===== config.mk =====
export PLATFORM = sky130hd
export DESIGN_NAME = pipe_mux_reg
export DESIGN_NICKNAME = d
export VERILOG_FILES = /design/src/rtl/pipe_mux_reg_pkg.sv /design/src/rtl/pipe_mux_reg_mux.sv /design/src/rtl/pipe_mux_reg.sv
export SDC_FILE = /design/constraint.sdc
export NUM_CORES = 1
export LEC_CHECK = 0
export ABC_AREA = 0
export CELL_PAD_IN_SITES_DETAIL_PLACEMENT = 0
export CELL_PAD_IN_SITES_GLOBAL_PLACEMENT = 1
export CORE_MARGIN = 10
export CORE_UTILIZATION = 27
export DETAILED_ROUTE_END_ITERATION = 10
export PLACE_DENSITY_LB_ADDON = 0.2
export SLEW_MARGIN = 20
export SYNTH_ARGS = -nofsm -noshare
export SYNTH_HDL_FRONTEND = slang
export SYNTH_HIERARCHICAL = 1
export SYNTH_SLANG_ARGS = --single-unit
export TNS_END_PERCENT = 30

===== constraint.sdc =====
create_clock -name clk -period 1.38 [get_ports clk]
set_clock_uncertainty 0.2 [all_clocks]
set_input_delay 0.138 -clock clk [delete_from_list [all_inputs] [get_ports clk]]
set_output_delay 0.138 -clock clk [all_outputs]
set_load 0.01 [all_outputs]

===== src/rtl/pipe_mux_reg_pkg.sv =====
// Shared constants for the registered select mux: legal pipeline depths,
// default lane width and the select-error encoding seen by the hazard unit.
package pipe_mux_reg_pkg;

  // Legal register depth range for pipe_mux_reg.
  localparam int PIPE_STAGES_MIN = 1;
  localparam int PIPE_STAGES_MAX = 2;

  // Default lane width for the integer datapath.
  localparam int DEFAULT_WIDTH = 32;

  // Select-error encoding, shared with the hazard unit.
  localparam logic SEL_ERR_FLAG = 1'b1;
  localparam logic SEL_OK_FLAG  = 1'b0;

  // Upstream view of one stage: what the previous stage (or the mux) offers.
  typedef struct packed {
    logic vld;
    logic err;
  } stage_ctrl_t;

  // True when a requested register depth is supported.
  function automatic bit pipe_stages_ok(input int stages);
    return (stages >= PIPE_STAGES_MIN) && (stages <= PIPE_STAGES_MAX);
  endfunction

endpackage


===== src/rtl/pipe_mux_reg_mux.sv =====
// Combinational N-to-1 lane select. A select index past the last lane
// yields zero data and raises the error flag instead of aliasing a lane.
module mux_nto1
  import pipe_mux_reg_pkg::*;
#(
  parameter int WIDTH = DEFAULT_WIDTH,
  parameter int N     = 4,
  localparam int SEL_W = $clog2(N)
) (
  input  logic [N*WIDTH-1:0] lanes,
  input  logic [SEL_W-1:0]   sel,
  output logic [WIDTH-1:0]   data,
  output logic               err
);

  // Scan every lane; only an in-range index clears the error flag.
  always_comb begin
    data = '0;
    err  = SEL_ERR_FLAG;
    for (int k = 0; k < N; k++) begin
      if (sel == SEL_W'(k)) begin
        data = lanes[k*WIDTH +: WIDTH];
        err  = SEL_OK_FLAG;
      end
    end
  end

endmodule


===== src/rtl/pipe_mux_reg.sv =====
// Registered N-way select for pipeline stage boundaries. One mux feeds a
// chain of 1 or 2 register stages that share a global stall (freeze the
// whole chain) and flush (invalidate every stage). Outputs come straight
// from the last stage; the error flag is qualified by valid.
module pipe_mux_reg
  import pipe_mux_reg_pkg::*;
#(
  parameter int               WIDTH       = DEFAULT_WIDTH,
  parameter int               N           = 4,
  parameter int               PIPE_STAGES = 1,
  parameter logic [WIDTH-1:0] RST_VAL     = '0,
  localparam int              SEL_W       = $clog2(N)
) (
  input  logic               clk,
  input  logic               rst,
  input  logic [N*WIDTH-1:0] in_data,
  input  logic [SEL_W-1:0]   in_sel,
  input  logic               in_valid,
  input  logic               stall,
  input  logic               flush,
  output logic [WIDTH-1:0]   out_data,
  output logic               out_valid,
  output logic               out_sel_err
);

  // Only the supported depths elaborate.
  if (!pipe_stages_ok(PIPE_STAGES)) begin : g_bad_stages
    $error("pipe_mux_reg: PIPE_STAGES must be 1 or 2");
  end

  // Chain index 0 is the mux result; index s+1 is the output of stage s.
  stage_ctrl_t [PIPE_STAGES:0]            chain_ctrl;
  logic        [PIPE_STAGES:0][WIDTH-1:0] chain_data;

  logic [WIDTH-1:0] mux_data;
  logic             mux_err;

  mux_nto1 #(
    .WIDTH (WIDTH),
    .N     (N)
  ) u_mux (
    .lanes (in_data),
    .sel   (in_sel),
    .data  (mux_data),
    .err   (mux_err)
  );

  // Select result enters the chain qualified by the input valid.
  assign chain_ctrl[0].vld = in_valid;
  assign chain_ctrl[0].err = mux_err;
  assign chain_data[0]     = mux_data;

  for (genvar s = 0; s < PIPE_STAGES; s++) begin : g_stage
    logic             vld_q;
    logic             err_q;
    logic [WIDTH-1:0] data_q;

    // Stage boundary: flush beats stall beats advance. Data and error only
    // load behind a valid upstream so idle cycles leave the register quiet.
    always_ff @(posedge clk or posedge rst) begin
      if (rst) begin
        vld_q  <= 1'b0;
        err_q  <= 1'b0;
        data_q <= RST_VAL;
      end else if (flush) begin
        vld_q  <= 1'b0;
        err_q  <= 1'b0;
        data_q <= RST_VAL;
      end else if (!stall) begin
        vld_q <= chain_ctrl[s].vld;
        if (chain_ctrl[s].vld) begin
          err_q  <= chain_ctrl[s].err;
          data_q <= chain_data[s];
        end
      end
    end

    assign chain_ctrl[s+1].vld = vld_q;
    assign chain_ctrl[s+1].err = err_q;
    assign chain_data[s+1]     = data_q;
  end

  // Output boundary: last stage drives the ports; error never shows on an
  // invalid slot.
  assign out_valid   = chain_ctrl[PIPE_STAGES].vld;
  assign out_data    = chain_data[PIPE_STAGES];
  assign out_sel_err = chain_ctrl[PIPE_STAGES].err & chain_ctrl[PIPE_STAGES].vld;

endmodule


==> flow_summary.html, run 1 <==
<table>
<tr><th>Metric</th><th>Value</th></tr>
<tr><th colspan="2">Outcome</th></tr>
<tr><td>Run status</td><td>finished clean</td></tr>
<tr><th colspan="2">Worst setup path</th></tr>
<tr><td>Crit-path leading delay family</td><td>flip-flops</td></tr>
<tr><td>Data required time at the worst endpoint</td><td>1.04 ns</td></tr>
<tr><td>Delay of the slowest cell on the worst path</td><td>0.39 ns</td></tr>
<tr><td>Element type at the critical path start</td><td>flip-flop</td></tr>
<tr><td>Worst Path Arrival</td><td>0.98 ns</td></tr>
<tr><td>Worst reg2reg setup slack</td><td>0.51 ns</td></tr>
<tr><td>Setup Crit Path Kind</td><td>flip-flop to primary output</td></tr>
<tr><td>Maximum fanout along the worst path</td><td>2</td></tr>
<tr><td>Category of the worst setup path capture point</td><td>primary output</td></tr>
<tr><td>Buffers &amp; Inverters on Critical Path</td><td>1</td></tr>
<tr><td>Crit-path slowest cell</td><td>dfrtp_1</td></tr>
<tr><td>Cell chain of the critical path</td><td>dlygate4sd2_1</td></tr>
<tr><th colspan="2">STA</th></tr>
<tr><td>Achievable Freq</td><td>0.759 GHz</td></tr>
<tr><td>Number of max-slew violations in the final report</td><td>0</td></tr>
<tr><td>Final clock period utilization by the worst path</td><td>0.955</td></tr>
<tr><td>Number of failing setup endpoints in the final timing report</td><td>0</td></tr>
<tr><td>Unrepaired setup endpoints after global routing</td><td>no</td></tr>
<tr><td>Clock period minus final worst setup slack</td><td>1.32 ns</td></tr>
<tr><td>Minimum setup slack in the final design</td><td>0.0619 ns</td></tr>
<tr><td>Final hold vios</td><td>0</td></tr>
<tr><td>Accumulated negative setup slack</td><td>0 ns</td></tr>
<tr><th colspan="2">Route</th></tr>
<tr><td>Ratio of routed vias to standard cells</td><td>4.82</td></tr>
<tr><td>1st-iter DRT viols</td><td>87</td></tr>
<tr><td>Detailed-route wire length per cell</td><td>19.5 µm</td></tr>
<tr><td>Remaining antenna violation count</td><td>0</td></tr>
<tr><td>Total wire length</td><td>9.58 mm</td></tr>
<tr><td>Total iterations of the first detailed-routing run</td><td>4</td></tr>
<tr><td>DRC violation count after routing</td><td>0</td></tr>
<tr><td>Total via count after detailed routing</td><td>2,365</td></tr>
<tr><th colspan="2">Floorplanning</th></tr>
<tr><td>Effective utilization at floorplan</td><td>0.279</td></tr>
<tr><td>Horizontal extent of the die</td><td>118 µm</td></tr>
<tr><td>Number of I/O pins</td><td>169</td></tr>
<tr><td>Area of the core region</td><td>9330 µm²</td></tr>
<tr><td>Die outline height</td><td>118 µm</td></tr>
<tr><td>Core Rows</td><td>35</td></tr>
<tr><td>DIE AREA</td><td>14,000 µm²</td></tr>
<tr><th colspan="2">Global route</th></tr>
<tr><td>Global-route usage over all layers</td><td>0.135</td></tr>
<tr><td>Pin count of the biggest net entering global routing</td><td>40</td></tr>
<tr><td>First-pass GRT wire length</td><td>15.3 mm</td></tr>
<tr><td>Initial antenna violation count</td><td>0</td></tr>
<tr><td>Number of global-route vias before repair</td><td>2,607</td></tr>
<tr><td>Overflow left after global routing</td><td>0</td></tr>
<tr><th colspan="2">Power</th></tr>
<tr><td>Largest vdd supply drop</td><td>0.000345 V</td></tr>
<tr><td>Cell leakage power</td><td>1.83 nW</td></tr>
<tr><td>Power density over cell area</td><td>635 nW/µm²</td></tr>
<tr><th colspan="2">Cells and area</th></tr>
<tr><td>Commonest cells after routing, fill and taps aside</td><td>131 x clkdlybuf4s50_1, 34 x dfrtp_1, 34 x dlygate4sd2_1, 33 x nand2b_1, 33 x nand4bb_1</td></tr>
<tr><td>Footprint of the multi-input gates</td><td>1570 µm²</td></tr>
<tr><td>Most common cell after layout, fill and taps aside</td><td>clkdlybuf4s50_1</td></tr>
<tr><td>Diodes inserted</td><td>0</td></tr>
<tr><td>Area growth from synthesis to layout</td><td>72.6%</td></tr>
<tr><td>Number of fill cells</td><td>906</td></tr>
<tr><td>Final Net Count</td><td>496</td></tr>
<tr><td>Fraction of layout instances using a drive strength above 1</td><td>0.196</td></tr>
<tr><td>Sequential cell area</td><td>851 µm²</td></tr>
<tr><th colspan="2">Placement</th></tr>
<tr><td>Port Buf Inserts</td><td>168</td></tr>
<tr><td>Detailed placement HPWL</td><td>7.47 mm</td></tr>
<tr><td>Placer's final routability congestion estimate</td><td>0.693</td></tr>
<tr><td>DP Worst Slack</td><td>-0.373 ns</td></tr>
<tr><th colspan="2">Synthesis</th></tr>
<tr><td>Portion of the post-synthesis area used by sequential elements</td><td>0.326</td></tr>
<tr><td>Distinct cell type count of the synthesized netlist</td><td>19</td></tr>
<tr><td>YS warnings</td><td>6</td></tr>
<tr><td>Gate count of the mapped netlist</td><td>195</td></tr>
<tr><td>Seq cells post-synth</td><td>34</td></tr>
<tr><td>Synthesized area divided by synthesized cell count</td><td>13.4 µm²</td></tr>
<tr><td>Post-Synthesis Net Count</td><td>330</td></tr>
<tr><td>Netlist area before placement</td><td>2610 µm²</td></tr>
<tr><th colspan="2">CTS</th></tr>
<tr><td>CTS tree</td><td>built</td></tr>
<tr><td>Number of sinks on the clock net</td><td>34</td></tr>
<tr><td># H-tree levels</td><td>2</td></tr>
<tr><td>Clk Latency, worst-skew pair</td><td>0.29 ns</td></tr>
<tr><td>Clock transition at the register clock pins on the worst setup and hold paths after CTS</td><td>0.08 ns</td></tr>
<tr><td>Clock root buffer</td><td>clkbuf_8</td></tr>
<tr><td>Number of buffers added by the clock tree synthesis step</td><td>5</td></tr>
<tr><td>Maximum clock insertion buffer count</td><td>2</td></tr>
<tr><td>Buffers inserted during post-CTS setup optimization</td><td>0</td></tr>
<tr><th colspan="2">Min path</th></tr>
<tr><td>Min-Delay Path Class</td><td>input port to flip-flop</td></tr>
<tr><th colspan="2">Flow run</th></tr>
<tr><td>Number of maximum-capacitance constraint violations</td><td>0</td></tr>
</table>
[state kept, by name, summed over array words and instances (netlist names)]
name,cells
out_data,32
out_valid,1
g_stage.err_q,1
[path summary, 6_finish.rpt]
check	startpoint	endpoint	cells past startpoint
setup / recovery	out_data[13]	out_data[13]	1
hold / removal	flush	out_valid	3
setup reg to reg	out_valid	out_valid	2
hold reg to reg	out_data[21]	out_data[21]	2
max in group asynchronous	rst	out_data[16]	4
min in group asynchronous	rst	out_data[5]	4
[per-stage QoR]
step	hold slack [ns]	std cells	util	power, mW	instance area (µm²)
final	0.0341	491	0.482	2.86	4500
after floorplan	0.0796	195	-	1.54	2610
after detailed placement	0.321	482	0.477	2.13	4450
after CTS	0.0345	491	0.482	2.90	4500
after global placement	0.315	482	0.477	2.12	4450
after global routing	0.0534	491	0.482	3.00	4500
[metal layers]
metal,GRT usage,up-vias,wire length (µm)
li1,-,1098,-
met1,0.175,1148,4350
met2,0.215,112,4480
met3,0.0376,7,660
met4,0.0348,0,86
met5,0,-,0
[Yosys cell counts]
| cell | instances | area, µm² |
|---|---|---|
| buf_12 | 3 | 60.1 |
| o21ai_2 | 16 | 140 |
| conb_1 | 1 | 3.75 |
| mux4_1 | 2 | 52.6 |
| and2b_4 | 1 | 10.0 |
| nand2b_1 | 33 | 206 |
| dfrtp_1 | 34 | 851 |
| buf_4 | 1 | 7.51 |
| nand4bb_1 | 33 | 372 |
| buf_2 | 11 | 55.1 |
| mux4_2 | 30 | 676 |
| o21ai_1 | 14 | 70.1 |
| and2_1 | 1 | 6.26 |
| mux2i_1 | 1 | 10.0 |
| inv_1 | 1 | 3.75 |
| nor2_1 | 1 | 3.75 |
| o21ai_0 | 3 | 15.0 |
| buf_6 | 4 | 45.0 |
| clkbuf_1 | 5 | 18.8 |
[cell families after synthesis]
group / Yosys count / share of synthesized area
AO/OA/AOI/OAI: 33 / 0.0864
other: 1 / 0.00144
flip-flops: 34 / 0.326
buffers and inverters: 25 / 0.0730
AND/OR/NAND/NOR: 69 / 0.229
multiplexers: 33 / 0.283
[area by class of cell]
cell class / instances / area share
clock buffer: 7 / 0.0192
tap: 129 / 0.0359
inverter: 1 / 0.000834
timing repair buffer: 183 / 0.406
sequential: 34 / 0.189
multi-input combinational: 136 / 0.348
clock inverter: 1 / 0.00111
[report_power, final]
| group | total, mW | switching [mW] | leakage [nW] | internal, mW |
|---|---|---|---|---|
| clock | 0.800 | 0.397 | 0.0482 | 0.403 |
| combinational | 0.979 | 0.321 | 1.32 | 0.658 |
| sequential | 1.08 | 0.0262 | 0.461 | 1.05 |
| total | 2.86 | 0.745 | 1.83 | 2.11 |
[repair_timing]
item,4_1_cts,5_1_grt
gates resized for setup,38,0
setup endpoints to repair,66,0
hold buffers,1,0
hold endpoints to repair,9,0
No activity file was read; power rests on OpenSTA's default activity.
==> run 2, diff against run 1 <==
- ABC_AREA: 0 -> 1
- CORE_ASPECT_RATIO: unset -> 0.75
- CORE_UTILIZATION: 27 -> 24
==> flow_summary.html, run 2 <==
<table>
<tr><th>Metric</th><th>Value</th></tr>
<tr><th colspan="2">Outcome</th></tr>
<tr><td>Run status</td><td>finished clean</td></tr>
<tr><th colspan="2">Synthesis</th></tr>
<tr><td>Most common cell in the netlist</td><td>nand3_1</td></tr>
<tr><td>YS warnings</td><td>6</td></tr>
<tr><td>Dominant cells by area after synthesis</td><td>dfrtp_1 34%, nand3_1 26%, nand4_1 16%</td></tr>
<tr><td>Gate count of the mapped netlist</td><td>346</td></tr>
<tr><td>Top flip-flop cell by instance count after synthesis</td><td>dfrtp_1</td></tr>
<tr><td>Synth Area in Simple Gates</td><td>0.528</td></tr>
<tr><td>Async S/R FF share, synth</td><td>1.00</td></tr>
<tr><td>Library cell with the largest summed area after synthesis</td><td>dfrtp_1</td></tr>
<tr><td>Number of enable-type register cells in the synthesized netlist</td><td>0</td></tr>
<tr><td>Share of the synthesized area in compound gates (AO/OA/AOI/OAI)</td><td>0.00198</td></tr>
<tr><td>Post-Synthesis Net Count</td><td>481</td></tr>
<tr><td>Top post-synthesis cells by count</td><td>130 x nand3_1, 66 x nand2_1, 65 x nand4_1, 34 x dfrtp_1, 20 x buf_4</td></tr>
<tr><td>Adder-cell area share of the yosys netlist</td><td>0</td></tr>
<tr><td>Seq cells post-synth</td><td>34</td></tr>
<tr><td>Xor/xnor share of the synthesized area</td><td>0</td></tr>
<tr><td>Fraction of synthesized cell area taken by the top area cell type</td><td>0.337</td></tr>
<tr><td>Netlist area before placement</td><td>2520 µm²</td></tr>
<tr><td>Portion of the post-synthesis area used by sequential elements</td><td>0.337</td></tr>
<tr><td>Proportion of synthesized area in mux cells</td><td>0</td></tr>
<tr><td>Distinct cell type count of the synthesized netlist</td><td>15</td></tr>
<tr><td>Synthesized area divided by synthesized cell count</td><td>7.29 µm²</td></tr>
<tr><td>Largest family of logic cells by synthesized area</td><td>simple AND/OR/NAND/NOR gates</td></tr>
<tr><th colspan="2">Route</th></tr>
<tr><td>DRC violation count after routing</td><td>0</td></tr>
<tr><td>Ratio of routed vias to standard cells</td><td>4.93</td></tr>
<tr><td>Remaining antenna violation count</td><td>0</td></tr>
<tr><td>1st-iter DRT viols</td><td>268</td></tr>
<tr><td>Total via count after detailed routing</td><td>3,169</td></tr>
<tr><td>Detailed-route wire length per cell</td><td>17.8 µm</td></tr>
<tr><td>Total iterations of the first detailed-routing run</td><td>4</td></tr>
<tr><td>Total wire length</td><td>11.4 mm</td></tr>
<tr><th colspan="2">STA</th></tr>
<tr><td>Achievable Freq</td><td>0.762 GHz</td></tr>
<tr><td>Number of failing setup endpoints in the final timing report</td><td>0</td></tr>
<tr><td>Unrepaired setup endpoints after global routing</td><td>no</td></tr>
<tr><td>Minimum hold slack</td><td>0.0183 ns</td></tr>
<tr><td>Final hold vios</td><td>0</td></tr>
<tr><td>Number of max-slew violations in the final report</td><td>0</td></tr>
<tr><td>Final clock period utilization by the worst path</td><td>0.951</td></tr>
<tr><td>Clock period minus final worst setup slack</td><td>1.31 ns</td></tr>
<tr><td>Minimum setup slack in the final design</td><td>0.0678 ns</td></tr>
<tr><th colspan="2">Global route</th></tr>
<tr><td>First-pass GRT wire length</td><td>17.9 mm</td></tr>
<tr><td>Global-route usage over all layers</td><td>0.145</td></tr>
<tr><td>Number of global-route vias before repair</td><td>3,156</td></tr>
<tr><td>Initial antenna violation count</td><td>0</td></tr>
<tr><td>Pin count of the biggest net entering global routing</td><td>41</td></tr>
<tr><td>Overflow left after global routing</td><td>0</td></tr>
<tr><th colspan="2">Power</th></tr>
<tr><td>Overall power consumption</td><td>3.19 mW</td></tr>
<tr><td>Cell leakage power</td><td>2.06 nW</td></tr>
<tr><td>Largest vdd supply drop</td><td>0.000451 V</td></tr>
<tr><td>Power density over cell area</td><td>716 nW/µm²</td></tr>
<tr><th colspan="2">Worst setup path</th></tr>
<tr><td>Element type at the critical path start</td><td>flip-flop</td></tr>
<tr><td>Worst Path Arrival</td><td>0.97 ns</td></tr>
<tr><td>Data required time at the worst endpoint</td><td>1.04 ns</td></tr>
<tr><td>Category of the worst setup path capture point</td><td>primary output</td></tr>
<tr><td>Setup Crit Path Kind</td><td>flip-flop to primary output</td></tr>
<tr><td>Crit-path slowest cell</td><td>dfrtp_1</td></tr>
<tr><td>Delay of the slowest cell on the worst path</td><td>0.39 ns</td></tr>
<tr><td>Cell chain of the critical path</td><td>nand2_1 &gt; inv_1 &gt; clkdlybuf4s15_1</td></tr>
<tr><td>Maximum fanout along the worst path</td><td>3</td></tr>
<tr><th colspan="2">Cells and area</th></tr>
<tr><td>Area growth from synthesis to layout</td><td>76.6%</td></tr>
<tr><td>Max FFs per register</td><td>32</td></tr>
<tr><td>Fraction of layout instances using a drive strength above 1</td><td>0.0848</td></tr>
<tr><td>Final Net Count</td><td>641</td></tr>
<tr><td>Commonest cells after routing, fill and taps aside</td><td>131 x clkdlybuf4s50_1, 130 x nand3_1, 66 x nand2_1, 65 x nand4_1, 34 x dfrtp_1</td></tr>
<tr><td>Most common cell after layout, fill and taps aside</td><td>clkdlybuf4s50_1</td></tr>
<tr><td>Diodes inserted</td><td>0</td></tr>
<tr><td>Fraction of the core area covered by cells at the end of the flow</td><td>0.433</td></tr>
<tr><th colspan="2">CTS</th></tr>
<tr><td>Number of buffers added by the clock tree synthesis step</td><td>5</td></tr>
<tr><td>Clock transition at the register clock pins on the worst setup and hold paths after CTS</td><td>0.06 ns</td></tr>
<tr><td>Count of cells resized by post-cts repair</td><td>35</td></tr>
<tr><td>Buffers inserted during post-CTS setup optimization</td><td>0</td></tr>
<tr><td># H-tree levels</td><td>2</td></tr>
<tr><td>Clk Latency, worst-skew pair</td><td>0.27 ns</td></tr>
<tr><td>Maximum clock insertion buffer count</td><td>2</td></tr>
<tr><td>Hold buffer count at cts</td><td>0</td></tr>
<tr><td>CTS tree</td><td>built</td></tr>
<tr><td>Clock root buffer</td><td>clkbuf_16</td></tr>
<tr><td>Number of sinks on the clock net</td><td>34</td></tr>
<tr><th colspan="2">Min path</th></tr>
<tr><td>Min-Delay Path Class</td><td>input port to asynchronous set/reset pin</td></tr>
<tr><th colspan="2">Floorplanning</th></tr>
<tr><td>DIE AREA</td><td>15,100 µm²</td></tr>
<tr><td>Number of I/O pins</td><td>169</td></tr>
<tr><td>Effective utilization at floorplan</td><td>0.245</td></tr>
<tr><td>Horizontal extent of the die</td><td>138 µm</td></tr>
<tr><td>Die outline height</td><td>109 µm</td></tr>
<tr><td>Area of the core region</td><td>10,300 µm²</td></tr>
<tr><td>Core Rows</td><td>32</td></tr>
<tr><th colspan="2">Placement</th></tr>
<tr><td>Placer's final routability congestion estimate</td><td>0.831</td></tr>
<tr><td>DP Worst Slack</td><td>-0.0896 ns</td></tr>
<tr><td>Port Buf Inserts</td><td>168</td></tr>
<tr><td>Detailed placement HPWL</td><td>9.11 mm</td></tr>
<tr><th colspan="2">Flow run</th></tr>
<tr><td>Number of maximum-capacitance constraint violations</td><td>0</td></tr>
</table>
==> run 2: cell types whose count changed after synthesis, moves of 3 or more <==
cell,delta
o21ai_2,-16
inv_2,+3
mux4_2,-30
o21ai_1,-14
nand3_1,+130
buf_6,+4
nand2_1,+66
nand4_1,+65
buf_4,+19
clkbuf_1,-5
buf_12,-3
nand4bb_1,-33
nand2b_1,-33
==> run 2: final cells by class <==
type                       instances  area [µm²]
fill                            1061        5830
timing repair buffer             194        1920
clock inverter                     2        12.5
sequential                        34         851
inverter                           6        25.0
multi-input combinational        265        1340
clock buffer                       6         139
tap                              136         170
==> run 2: power breakdown <==
group / switching [mW] / total (mW) / internal (mW)
Combinational: 0.430 / 0.986 / 0.556
Sequential: 0.0272 / 1.07 / 1.05
Clock: 0.416 / 1.13 / 0.714
Total: 0.874 / 3.19 / 2.32
==> run 2: cell families (layout without fill, tap and decap cells) <==
family	Yosys count	after routing
flip-flops	34	34
other	1	1
AND/OR/NAND/NOR	263	263
buffers and inverters	47	208
AO/OA/AOI/OAI	1	1
==> run 2: worst paths after layout <==
kind / endpoint / from / cells past startpoint / slack (ns)
min reg2reg: out_data[6] / out_data[6] / 2 / 0.30
min: out_valid / rst / 3 / 0.02
max in group asynchronous: out_data[11] / rst / 3 / 0.77
min in group clk: out_data[5] / in_valid / 3 / 0.05
max: out_sel_err / out_valid / 3 / 0.07
max reg2reg: out_valid / out_valid / 2 / 0.52
==> run 2: metal layers <==
layer	track usage	part of all wire	wire length (µm)
met4	0.0180	0.0025	29
met5	0	0	0
met2	0.228	0.46	5250
met1	0.191	0.46	5240
met3	0.0534	0.080	911
==> run 2: through the flow <==
step	setup TNS, ns	area, µm²	cells
4_1_cts	0	4460	643
5_1_grt	0	4460	643
3_3_place_gp	-0.950	4350	635
6_report	0	4460	643
2_1_floorplan	0	2520	346
3_5_place_dp	-1.45	4350	635
==> run 2: worst max-delay path, delay by kind of cell, from the launching register on <==
family                 cells  cell delay (ns)
buffers and inverters      2             0.25
AND/OR/NAND/NOR            1             0.06
flip-flops                 1             0.39
==> run 3, diff against run 2 <==
- CORE_ASPECT_RATIO: 0.75 -> 2
- CORE_UTILIZATION: 24 -> 42
- DONT_BUFFER_PORTS: unset -> 1
==> flow_summary.html, run 3 (synthesis gave the netlist of run 2 again) <==
<table>
<tr><th>Metric</th><th>Value</th></tr>
<tr><th colspan="2">Outcome</th></tr>
<tr><td>Run status</td><td>finished with violations</td></tr>
<tr><td>Failing checks</td><td>hold timing</td></tr>
<tr><th colspan="2">Route</th></tr>
<tr><td>Total via count after detailed routing</td><td>2,726</td></tr>
<tr><td>Detailed-route wire length per cell</td><td>25.7 µm</td></tr>
<tr><td>Ratio of routed vias to standard cells</td><td>6.60</td></tr>
<tr><td>Total iterations of the first detailed-routing run</td><td>7</td></tr>
<tr><td>Remaining antenna violation count</td><td>0</td></tr>
<tr><td>Total wire length</td><td>10.6 mm</td></tr>
<tr><td>1st-iter DRT viols</td><td>199</td></tr>
<tr><td>DRC violation count after routing</td><td>0</td></tr>
<tr><th colspan="2">Cells and area</th></tr>
<tr><td>Commonest cells after routing, fill and taps aside</td><td>130 x nand3_1, 66 x nand2_1, 65 x nand4_1, 34 x dfrtp_1, 25 x dlygate4sd3_1</td></tr>
<tr><td>Max FFs per register</td><td>32</td></tr>
<tr><td>Post-Layout Cell Count</td><td>413</td></tr>
<tr><td>Diodes inserted</td><td>0</td></tr>
<tr><td>Fraction of layout instances using a drive strength above 1</td><td>0.0682</td></tr>
<tr><td>Final Net Count</td><td>486</td></tr>
<tr><td>Area growth from synthesis to layout</td><td>14.8%</td></tr>
<tr><td>Most common cell after layout, fill and taps aside</td><td>nand3_1</td></tr>
<tr><td>Post-layout instance area</td><td>2900 µm²</td></tr>
<tr><th colspan="2">STA</th></tr>
<tr><td>Final clock period utilization by the worst path</td><td>0.941</td></tr>
<tr><td>Clock period minus final worst setup slack</td><td>1.30 ns</td></tr>
<tr><td>Minimum hold slack</td><td>-0.00704 ns</td></tr>
<tr><td>Number of failing setup endpoints in the final timing report</td><td>0</td></tr>
<tr><td>Number of max-slew violations in the final report</td><td>0</td></tr>
<tr><td>Achievable Freq</td><td>0.770 GHz</td></tr>
<tr><td>Unrepaired setup endpoints after global routing</td><td>no</td></tr>
<tr><td>Accumulated negative setup slack</td><td>0 ns</td></tr>
<tr><td>Final hold vios</td><td>7</td></tr>
<tr><th colspan="2">Worst setup path</th></tr>
<tr><td>Depth of the worst register-to-register path</td><td>2</td></tr>
<tr><td>Data required time at the worst endpoint</td><td>1.39 ns</td></tr>
<tr><td>Category of the worst setup path capture point</td><td>flip-flop</td></tr>
<tr><td>Delay of the slowest cell on the worst path</td><td>0.57 ns</td></tr>
<tr><td>Buffers &amp; Inverters on Critical Path</td><td>2</td></tr>
<tr><td>Crit-path leading delay family</td><td>buffers and inverters</td></tr>
<tr><td>Worst reg2reg setup slack</td><td>0.43 ns</td></tr>
<tr><td>Element type at the critical path start</td><td>input port</td></tr>
<tr><td>Cell chain of the critical path</td><td>nor2_4 &gt; buf_6 &gt; nand2_1 &gt; nand4_1 &gt; nand4_1 &gt; dlygate4sd3_1 &gt; nand2_1</td></tr>
<tr><td>Crit-path slowest cell</td><td>dlygate4sd3_1</td></tr>
<tr><td>R2r endpoint</td><td>out_data[31]</td></tr>
<tr><td>Maximum fanout along the worst path</td><td>64</td></tr>
<tr><td>RR Startpoint</td><td>out_data[31]</td></tr>
<tr><td>Worst Path Arrival</td><td>1.31 ns</td></tr>
<tr><td>Setup Crit Path Kind</td><td>input port to flip-flop</td></tr>
<tr><th colspan="2">CTS</th></tr>
<tr><td>Clock root buffer</td><td>clkbuf_16</td></tr>
<tr><td>Number of buffers added by the clock tree synthesis step</td><td>5</td></tr>
<tr><td>CTS tree</td><td>built</td></tr>
<tr><td>Clk Latency, worst-skew pair</td><td>0.27 ns</td></tr>
<tr><td># H-tree levels</td><td>2</td></tr>
<tr><td>Clock transition at the register clock pins on the worst setup and hold paths after CTS</td><td>0.05 ns</td></tr>
<tr><td>Maximum clock insertion buffer count</td><td>2</td></tr>
<tr><td>Number of sinks on the clock net</td><td>34</td></tr>
<tr><td>Buffers inserted during post-CTS setup optimization</td><td>0</td></tr>
<tr><th colspan="2">Min path</th></tr>
<tr><td>Start point of the worst min-delay path</td><td>in_data[2]</td></tr>
<tr><td>Hold-critical path endpoint</td><td>out_data[2]</td></tr>
<tr><td>Hold path depth</td><td>4</td></tr>
<tr><td>Min-Delay Path Class</td><td>input port to flip-flop</td></tr>
<tr><th colspan="2">Global route</th></tr>
<tr><td>Pin count of the biggest net entering global routing</td><td>66</td></tr>
<tr><td>First-pass GRT wire length</td><td>15.9 mm</td></tr>
<tr><td>Number of global-route vias before repair</td><td>2,857</td></tr>
<tr><td>Global-route usage over all layers</td><td>0.215</td></tr>
<tr><td>Overflow left after global routing</td><td>0</td></tr>
<tr><td>Initial antenna violation count</td><td>0</td></tr>
<tr><th colspan="2">Placement</th></tr>
<tr><td>Placer's final routability congestion estimate</td><td>0.833</td></tr>
<tr><td>Placed cell count</td><td>377</td></tr>
<tr><td>Port Buf Inserts</td><td>0</td></tr>
<tr><td>Detailed placement HPWL</td><td>7.86 mm</td></tr>
<tr><td>Area post-placement</td><td>2420 µm²</td></tr>
<tr><th colspan="2">Floorplanning</th></tr>
<tr><td>Horizontal extent of the die</td><td>74.8 µm</td></tr>
<tr><td>Area of the core region</td><td>5760 µm²</td></tr>
<tr><td>Effective utilization at floorplan</td><td>0.438</td></tr>
<tr><td>DIE AREA</td><td>9700 µm²</td></tr>
<tr><td>Die outline height</td><td>130 µm</td></tr>
<tr><td>Core Rows</td><td>39</td></tr>
<tr><td>Number of I/O pins</td><td>169</td></tr>
<tr><th colspan="2">Power</th></tr>
<tr><td>Cell leakage power</td><td>1.33 nW</td></tr>
<tr><td>Power density over cell area</td><td>987 nW/µm²</td></tr>
<tr><td>Overall power consumption</td><td>2.86 mW</td></tr>
<tr><td>Largest vdd supply drop</td><td>0.000729 V</td></tr>
<tr><th colspan="2">Flow run</th></tr>
<tr><td>Number of maximum-capacitance constraint violations</td><td>0</td></tr>
</table>
run 3: worst max path at each step:
stage	from	to	slack (ns)	cells past startpoint
floorplan	rst	g_stage[0].err_q	0.29	1
global placement	flush	out_data[20]	0.25	4
detailed placement	in_sel[1]	out_data[25]	0.24	6
CTS	flush	out_data[25]	0.03	4
global route	in_sel[1]	out_data[23]	0.006	7
finish	in_sel[1]	out_data[23]	0.08	7
run 3: timing repair:
action / in CTS / in global routing
setup endpoints to repair: 0 / 6
gates resized for setup: 0 / 6
hold endpoints to repair: 67 / 0
hold buffers: 28 / 0
run 3: routing by layer:
metal  vias up  routed length (µm)  track usage
li1       1264                   -            -
met1      1282                3410        0.203
met2       159                5820        0.409
met3        21                 977       0.0665
met4         0                 380       0.0796
met5         -                   0            0
run 3: area by class of cell:
class,instances,area [µm²]
clock buffers,7,133
clock inverters,1,30.0
inverters,6,30.0
well taps,61,76.3
repair buffers,39,432
multi-input cells,265,1350
fillers,604,2860
flip-flops and latches,34,851
run 3: worst reg2reg max path, stage by stage (launching register included):
cell and delay (ns):
dfrtp_1 0.46, nand3_1 0.12, nand2_1 0.06
run 3: power breakdown:
| part | switching [mW] | internal, mW |
|---|---|---|
| Combinational | 0.283 | 0.207 |
| Clock | 0.396 | 0.853 |
| Sequential | 0.0728 | 1.05 |
| Total | 0.752 | 2.11 |
run 3: per-stage QoR:
| step | hold WS [ns] | setup slack (ns) | util |
|---|---|---|---|
| finish | -0.00704 | 0.0814 | 0.503 |
| global route | 0.00313 | 0.00608 | 0.503 |
| CTS | -0.00696 | 0.0341 | 0.500 |
| detailed placement | -0.0421 | 0.244 | 0.421 |
| global placement | -0.0420 | 0.250 | 0.421 |
| floorplan | 0.0453 | 0.294 | - |
